$ cat config.mk
export PLATFORM = sky130hd
export DESIGN_NAME = ifetch_unit
export DESIGN_NICKNAME = d
export VERILOG_FILES = /design/src/rtl/riscv_pkg.sv /design/src/rtl/fetch_buffer.sv /design/src/rtl/ifetch_unit.sv
export SDC_FILE = /design/constraint.sdc
export NUM_CORES = 1
export LEC_CHECK = 0
export ABC_AREA = 0
export BUFFER_PORTS_ARGS = -buffer_cell sky130_fd_sc_hd__buf_2
export CORE_UTILIZATION = 25
export DETAILED_ROUTE_END_ITERATION = 6
export GPL_TIMING_DRIVEN = 0
export PLACE_DENSITY = 0.46
export SLEW_MARGIN = 5
export SYNTH_ARGS = -nofsm -noshare
export SYNTH_HDL_FRONTEND = slang
export SYNTH_SLANG_ARGS = --single-unit
$ cat constraint.sdc
create_clock -name clk -period 11.6 [get_ports clk]
set_clock_uncertainty 0.1 [all_clocks]
set_input_delay 1.16 -clock clk [delete_from_list [all_inputs] [get_ports clk]]
set_output_delay 1.16 -clock clk [all_outputs]
set_load 0.05 [all_outputs]
$ cat src/rtl/riscv_pkg.sv
// Shared RISC-V defines: base opcodes, PC/instruction widths and the fetch entry type.
// The fetch unit and control_unit both take these from here.
package riscv_pkg;

    localparam int PC_W    = 11;
    localparam int INSTR_W = 32;

    localparam logic [6:0] OPC_R      = 7'b0110011;
    localparam logic [6:0] OPC_I      = 7'b0010011;
    localparam logic [6:0] OPC_S      = 7'b0100011;
    localparam logic [6:0] OPC_L      = 7'b0000011;
    localparam logic [6:0] OPC_B_TYPE = 7'b1100011;
    localparam logic [6:0] OPC_JAL    = 7'b1101111;
    localparam logic [6:0] OPC_JALR   = 7'b1100111;

    typedef struct packed {
        logic [INSTR_W-1:0] instr;
        logic [PC_W-1:0]    pc;
    } fetch_entry_t;

    function automatic logic opc_supported(input logic [6:0] opc);
        logic ok;
        ok = 1'b0;
        case (opc)
            OPC_R, OPC_I, OPC_S, OPC_L, OPC_B_TYPE, OPC_JAL, OPC_JALR: ok = 1'b1;
            default:                                                 ok = 1'b0;
        endcase
        return ok;
    endfunction

endpackage

$ cat src/rtl/fetch_buffer.sv
// Small instruction FIFO between ROM return and the consumer; head is read straight
// from registered storage. DEPTH must be a power of two so the pointers wrap naturally.
module fetch_buffer
    import riscv_pkg::*;
#(
    parameter int DEPTH = 2
) (
    input  logic                         clk,
    input  logic                         rst,
    input  logic                         push,
    input  logic                         pop,
    input  logic                         flush,
    input  fetch_entry_t                 wdata,
    output fetch_entry_t                 rdata,
    output logic                         full,
    output logic                         empty,
    output logic [$clog2(DEPTH+1)-1:0]   count
);

    localparam int AW = $clog2(DEPTH);
    localparam int CW = $clog2(DEPTH + 1);

    fetch_entry_t  mem [DEPTH];
    logic [AW-1:0] wr_ptr;
    logic [AW-1:0] rd_ptr;
    logic          do_push;
    logic          do_pop;

    assign empty   = (count == '0);
    assign full    = (count == CW'(DEPTH));
    assign do_pop  = pop && !empty;
    assign do_push = push && (!full || do_pop);
    assign rdata   = mem[rd_ptr];

    always_ff @(posedge clk or posedge rst) begin
        if (rst) begin
            wr_ptr <= '0;
            rd_ptr <= '0;
            count  <= '0;
            for (int i = 0; i < DEPTH; i++) mem[i] <= '0;
        end else if (flush) begin
            wr_ptr <= '0;
            rd_ptr <= '0;
            count  <= '0;
        end else begin
            if (do_push) begin
                mem[wr_ptr] <= wdata;
                wr_ptr      <= wr_ptr + AW'(1);
            end
            if (do_pop) rd_ptr <= rd_ptr + AW'(1);
            count <= count + CW'(do_push) - CW'(do_pop);
        end
    end

endmodule

$ cat src/rtl/ifetch_unit.sv
// Instruction fetch: issues sequential ROM reads, buffers returned words, handles
// redirects and stops fetching when the buffer head holds an unsupported opcode.
module ifetch_unit
    import riscv_pkg::*;
#(
    parameter logic [PC_W-1:0] RESET_PC  = 11'h000,
    parameter int              BUF_DEPTH = 2
) (
    input  logic               clk,
    input  logic               rst,
    output logic [7:0]         rom_addr,
    output logic               rom_rden,
    input  logic [INSTR_W-1:0] rom_q,
    input  logic               redirect_valid,
    input  logic [PC_W-1:0]    redirect_pc,
    output logic               instr_valid,
    input  logic               instr_ready,
    output logic [INSTR_W-1:0] instr,
    output logic [PC_W-1:0]    instr_pc,
    output logic               halted
);

    fetch_entry_t                      head;
    fetch_entry_t                      wentry;
    logic                              buf_full;
    logic                              buf_empty;
    logic [$clog2(BUF_DEPTH+1)-1:0]    buf_count;
    logic                              push;
    logic                              pop;
    logic                              head_bad;
    logic [3:0]                        occ;
    logic [PC_W-1:0]                   fetch_pc_q;
    logic [PC_W-1:0]                   inflight_pc_q;
    logic                              inflight_q;
    logic                              halted_q;
    logic                              unused_ok;

    assign unused_ok = ^redirect_pc[1:0];

    assign head_bad    = !buf_empty && !opc_supported(head.instr[6:0]);
    assign instr_valid = !buf_empty && !head_bad;
    assign instr       = head.instr;
    assign instr_pc    = head.pc;
    assign halted      = halted_q;

    assign pop    = instr_valid && instr_ready;
    // A read returning in a redirect cycle belongs to the old stream and is dropped.
    assign push   = inflight_q && !redirect_valid;
    assign wentry = '{instr: rom_q, pc: inflight_pc_q};

    // Occupancy after this cycle's pop, counting the read already on its way back.
    assign occ      = 4'(buf_count) + 4'(inflight_q) - 4'(pop);
    assign rom_rden = !rst && !halted_q && !(buf_full && !pop) && (occ < 4'(BUF_DEPTH));
    assign rom_addr = rst ? 8'h00 : fetch_pc_q[9:2];

    always_ff @(posedge clk or posedge rst) begin
        if (rst) begin
            fetch_pc_q    <= RESET_PC;
            inflight_pc_q <= '0;
            inflight_q    <= 1'b0;
            halted_q      <= 1'b0;
        end else if (redirect_valid) begin
            fetch_pc_q <= {redirect_pc[PC_W-1:2], 2'b00};
            inflight_q <= 1'b0;
            halted_q   <= 1'b0;
        end else begin
            inflight_q <= rom_rden;
            if (rom_rden) begin
                inflight_pc_q <= fetch_pc_q;
                fetch_pc_q    <= fetch_pc_q + PC_W'(4);
            end
            if (head_bad) halted_q <= 1'b1;
        end
    end

    fetch_buffer #(
        .DEPTH (BUF_DEPTH)
    ) u_buf (
        .clk   (clk),
        .rst   (rst),
        .push  (push),
        .pop   (pop),
        .flush (redirect_valid),
        .wdata (wentry),
        .rdata (head),
        .full  (buf_full),
        .empty (buf_empty),
        .count (buf_count)
    );

endmodule

==> impl_summary.md <==
Status
The run finished with clean final reports.

Critical path
Counting cells, the worst reg-to-reg path comes to 12. The most critical setup path has its endpoint at rom_rden. The worst setup path is captured at an output pin.

The critical path in this run is classified as reg -> out. The peak fanout along the critical path is 10. The required arrival time at the worst endpoint is 10.34 ns.

The first element of the critical path is u_buf.rd_ptr. The kind of start point of the critical path is a flop. Across all register-to-register paths, the minimum setup slack is 6.75 ns. The startpoint of the worst-slack reg-to-reg timing path is u_buf.rd_ptr. Data arrives at the worst endpoint at 4.46 ns.

The endpoint identified for the worst register-to-register timing path is fetch_pc_q[10].

STA
The final period utilization is 0.493. The slew at the pin closest to its max-slew limit is 1.07 ns. Once routing completed, OpenROAD measured the worst setup slack at 5.88 ns.

The number of pins with negative max-slew slack in the final report is 0. Setup repair after global routing left no endpoint under its margin. The clock period minus worst slack is 5.72 ns. The number of endpoints with negative hold slack in the final report was 0.

The headroom to the max-slew limit is 0.282. After routing, the total negative slack on setup checks comes to 0 ns. The upper clock frequency limit is 175 MHz. The count of endpoints failing setup in the final report is 0.

Die
The initial cell density of the core is 0.255. The core footprint is 19,400 um^2. The die is 143 um wide.

The die outline area is 20,300 um^2. The overall die height is 143 um. After floorplanning, the core was divided into 51 placement rows.

The top-level port count is 101.

Finish
The number of nets in the finished design is 525. The multi-input logic area is 2160 um^2. Relative to the synthesized area, the layout overhead comes to 22.5%.

The finished cells cover 6060 um^2. The fill cell instance count of the final layout is 2,030. The fraction of final layout cells with drive strength greater than 1 is 0.523.

The area taken by flip-flops and latches is 2650 um^2. The diode insertion count for antenna repair is 0. The final standard cell count with taps included and fillers excluded is 741.

Clock network
The TritonCTS clock tree is built. The number of buffers added for setup after CTS is 0. In this run, post-CTS repair resized a total of 0 instances.

CTS saw 106 sinks. The clock insertion delay at the later pin of the skew report is 0.35 ns. The clock passes through at most 2 buffers. The clock buffer count from CTS is 9.

The H-tree generated during clock tree synthesis spans 3 levels. The post-CTS clock slew at the launch and capture registers of the worst setup and hold paths is 0.07 ns. The clock tree root buffer cell is clkbuf_16. The count of hold-fix buffers inserted at cts is 0.

Place
Prior to clock tree synthesis, the placed netlist has a worst setup slack of 6.29 ns. Once detailed placement completed, the half-perimeter wirelength came to 8.22 mm. The final estimated routing congestion in global placement is 0.717. The placement-stage cell area is 5780 um^2. The total instance count after detailed placement is 726. The number of buffer cells added on primary ports is 96.

Pwr
IR analysis of the VDD net gives a maximum drop of 145 uV. The analysis attributes to cell leakage a power of 2.70 nW. The design draws 1.51 mW. The power density over the cells is 250 nW/um^2.

Drt
The average wire per standard cell is 15.7 um. The number of detailed-route iterations in the first pass is 4. The routed layout has 3,257 vias. The number of DRC markers in iteration 0 is 99. The count of antenna-violating nets left after detailed routing is 0. The post-detailed-routing wire length is 11.7 mm. After detailed routing, the number of remaining DRC violations is 0. After detailed routing, the number of vias per cell comes to 4.40.

Yosys
Summing every instance area after synthesis gives 4940 um^2. The synthesized design contains 0 enable-type register cells. Synthesis produced a netlist whose cell count is 363.

Yosys attributes the largest share of cell area to dfrtp_1 (54%), mux2_2 (29%), nor2_1 (1.4%). After synthesis, the share of flip-flops with an asynchronous set or reset is 1.00. The biggest area consumer among synthesized cells is dfrtp_1.

The share of synthesized area occupied by flip-flops and latches is 0.537. Among all flip-flop cells after synthesis, the most frequent one is dfrtp_1. After synthesis the netlist holds a flip-flop and latch count of 106. The synthesized area per cell is 13.6 um^2. The Yosys warning count is 0. By count the netlist is led by mux2_2 (127), dfrtp_1 (106), nor2_1 (18). The share of synthesized area in the top cell type comes to 0.537. The number of distinct library cells after synthesis is 44. Among all cell types in the netlist, the one instantiated most often is mux2_2.

GRT
The initial antenna violation count is 0. The first global-routing pass estimated 19.1 mm of wire. The number of global-route vias before repair was 3,573. The total global routing overflow is 0. The largest net degree at the start of global routing is 68. For this run, the total global-route usage over all layers was measured as 0.125.

Job
Across the run, the number of max-cap violations was 0.

Min path
The path class of the tightest hold or removal check is reg -> reg.
-- layer usage --
layer / global-route usage / vias up / share of wire
li1: - / 1510 / -
met1: 0.155 / 1657 / 0.45
met2: 0.212 / 77 / 0.50
met3: 0.0305 / 13 / 0.039
met4: 0.0396 / 0 / 0.013
met5: 0 / - / 0
-- per-stage QoR --
stage | hold WS, ns | util
floorplan | 0.352 | -
global placement | 0.361 | 0.297
detailed placement | 0.376 | 0.298
CTS | 0.394 | 0.312
global route | 0.418 | 0.312
finish | 0.384 | 0.312
-- power by group --
| group | internal [mW] | leakage [nW] | switching, mW |
|---|---|---|---|
| Clock | 0.156 | 0.132 | 0.130 |
| Sequential | 0.516 | 1.29 | 0.0781 |
| Combinational | 0.231 | 1.27 | 0.403 |
-- cells in the final DEF, fill, tap and decap left out, types with 3 or more instances in the layout --
master / instances
mux2_2: 127
dfrtp_1: 106
buf_2: 97
nor2_1: 18
clkbuf_1: 11
nor2b_1: 10
clkbuf_16: 9
nand2_1: 8
a31oi_1: 7
nand3_1: 5
o21ai_0: 5
ha_1: 5
nand2b_1: 4
inv_1: 4
buf_6: 4
mux2_1: 4
buf_1: 4
o31ai_1: 3
or4_1: 3
or3_1: 3
-- state kept, by name, summed over array words and instances, names as in the netlist --
signal         count
u_buf.mem         82
fetch_pc_q         9
inflight_pc_q      9
u_buf.count        2
halted             1
inflight_q         1
u_buf.rd_ptr       1
u_buf.wr_ptr       1
-- area by class of cell --
| class | count | share of cell area |
|---|---|---|
| plain buffers | 20 | 0.0188 |
| multi-input cells | 232 | 0.357 |
| well taps | 265 | 0.0548 |
| clock inverters | 2 | 0.00207 |
| flip-flops and latches | 106 | 0.438 |
| clock buffers | 13 | 0.0430 |
| inverters | 6 | 0.00413 |
| repair buffers | 97 | 0.0826 |
-- worst max-delay path: stages, from the launching register on --
cell and delay (ns):
dfrtp_1 0.36, buf_2 0.19, and2_0 0.17, a222oi_1 0.85, and4b_1 0.33, ha_1 0.22
nand2b_1 0.19, fa_1 0.55, nand2b_1 0.07, a2111o_1 0.38, buf_1 0.25, nor2_1 0.24
buf_2 0.30
-- cells by family after synthesis --
family                   count (synthesis)  share of synthesized area
AO/OA/AOI/OAI                           26                     0.0390
XOR/XNOR                                 4                    0.00709
adder cells (fa/ha/maj)                  6                     0.0167
buffers and inverters                   26                     0.0276
flip-flops                             106                      0.537
multiplexers                           133                      0.302
other                                    1                   0.000759
AND/OR/NAND/NOR                         61                     0.0699
-- how the worst min path moves through the flow --
stage                     cells past startpoint             to           from
after floorplan                               1  u_buf.mem[20]  u_buf.mem[20]
after global placement                        1  u_buf.mem[33]  u_buf.mem[33]
after detailed placement                      1  u_buf.mem[42]  u_buf.mem[42]
after CTS                                     1  u_buf.mem[33]  u_buf.mem[33]
after global routing                          1   u_buf.mem[9]   u_buf.mem[9]
final                                         1  u_buf.mem[33]  u_buf.mem[33]
No activity file was read; power rests on OpenSTA's default activity.
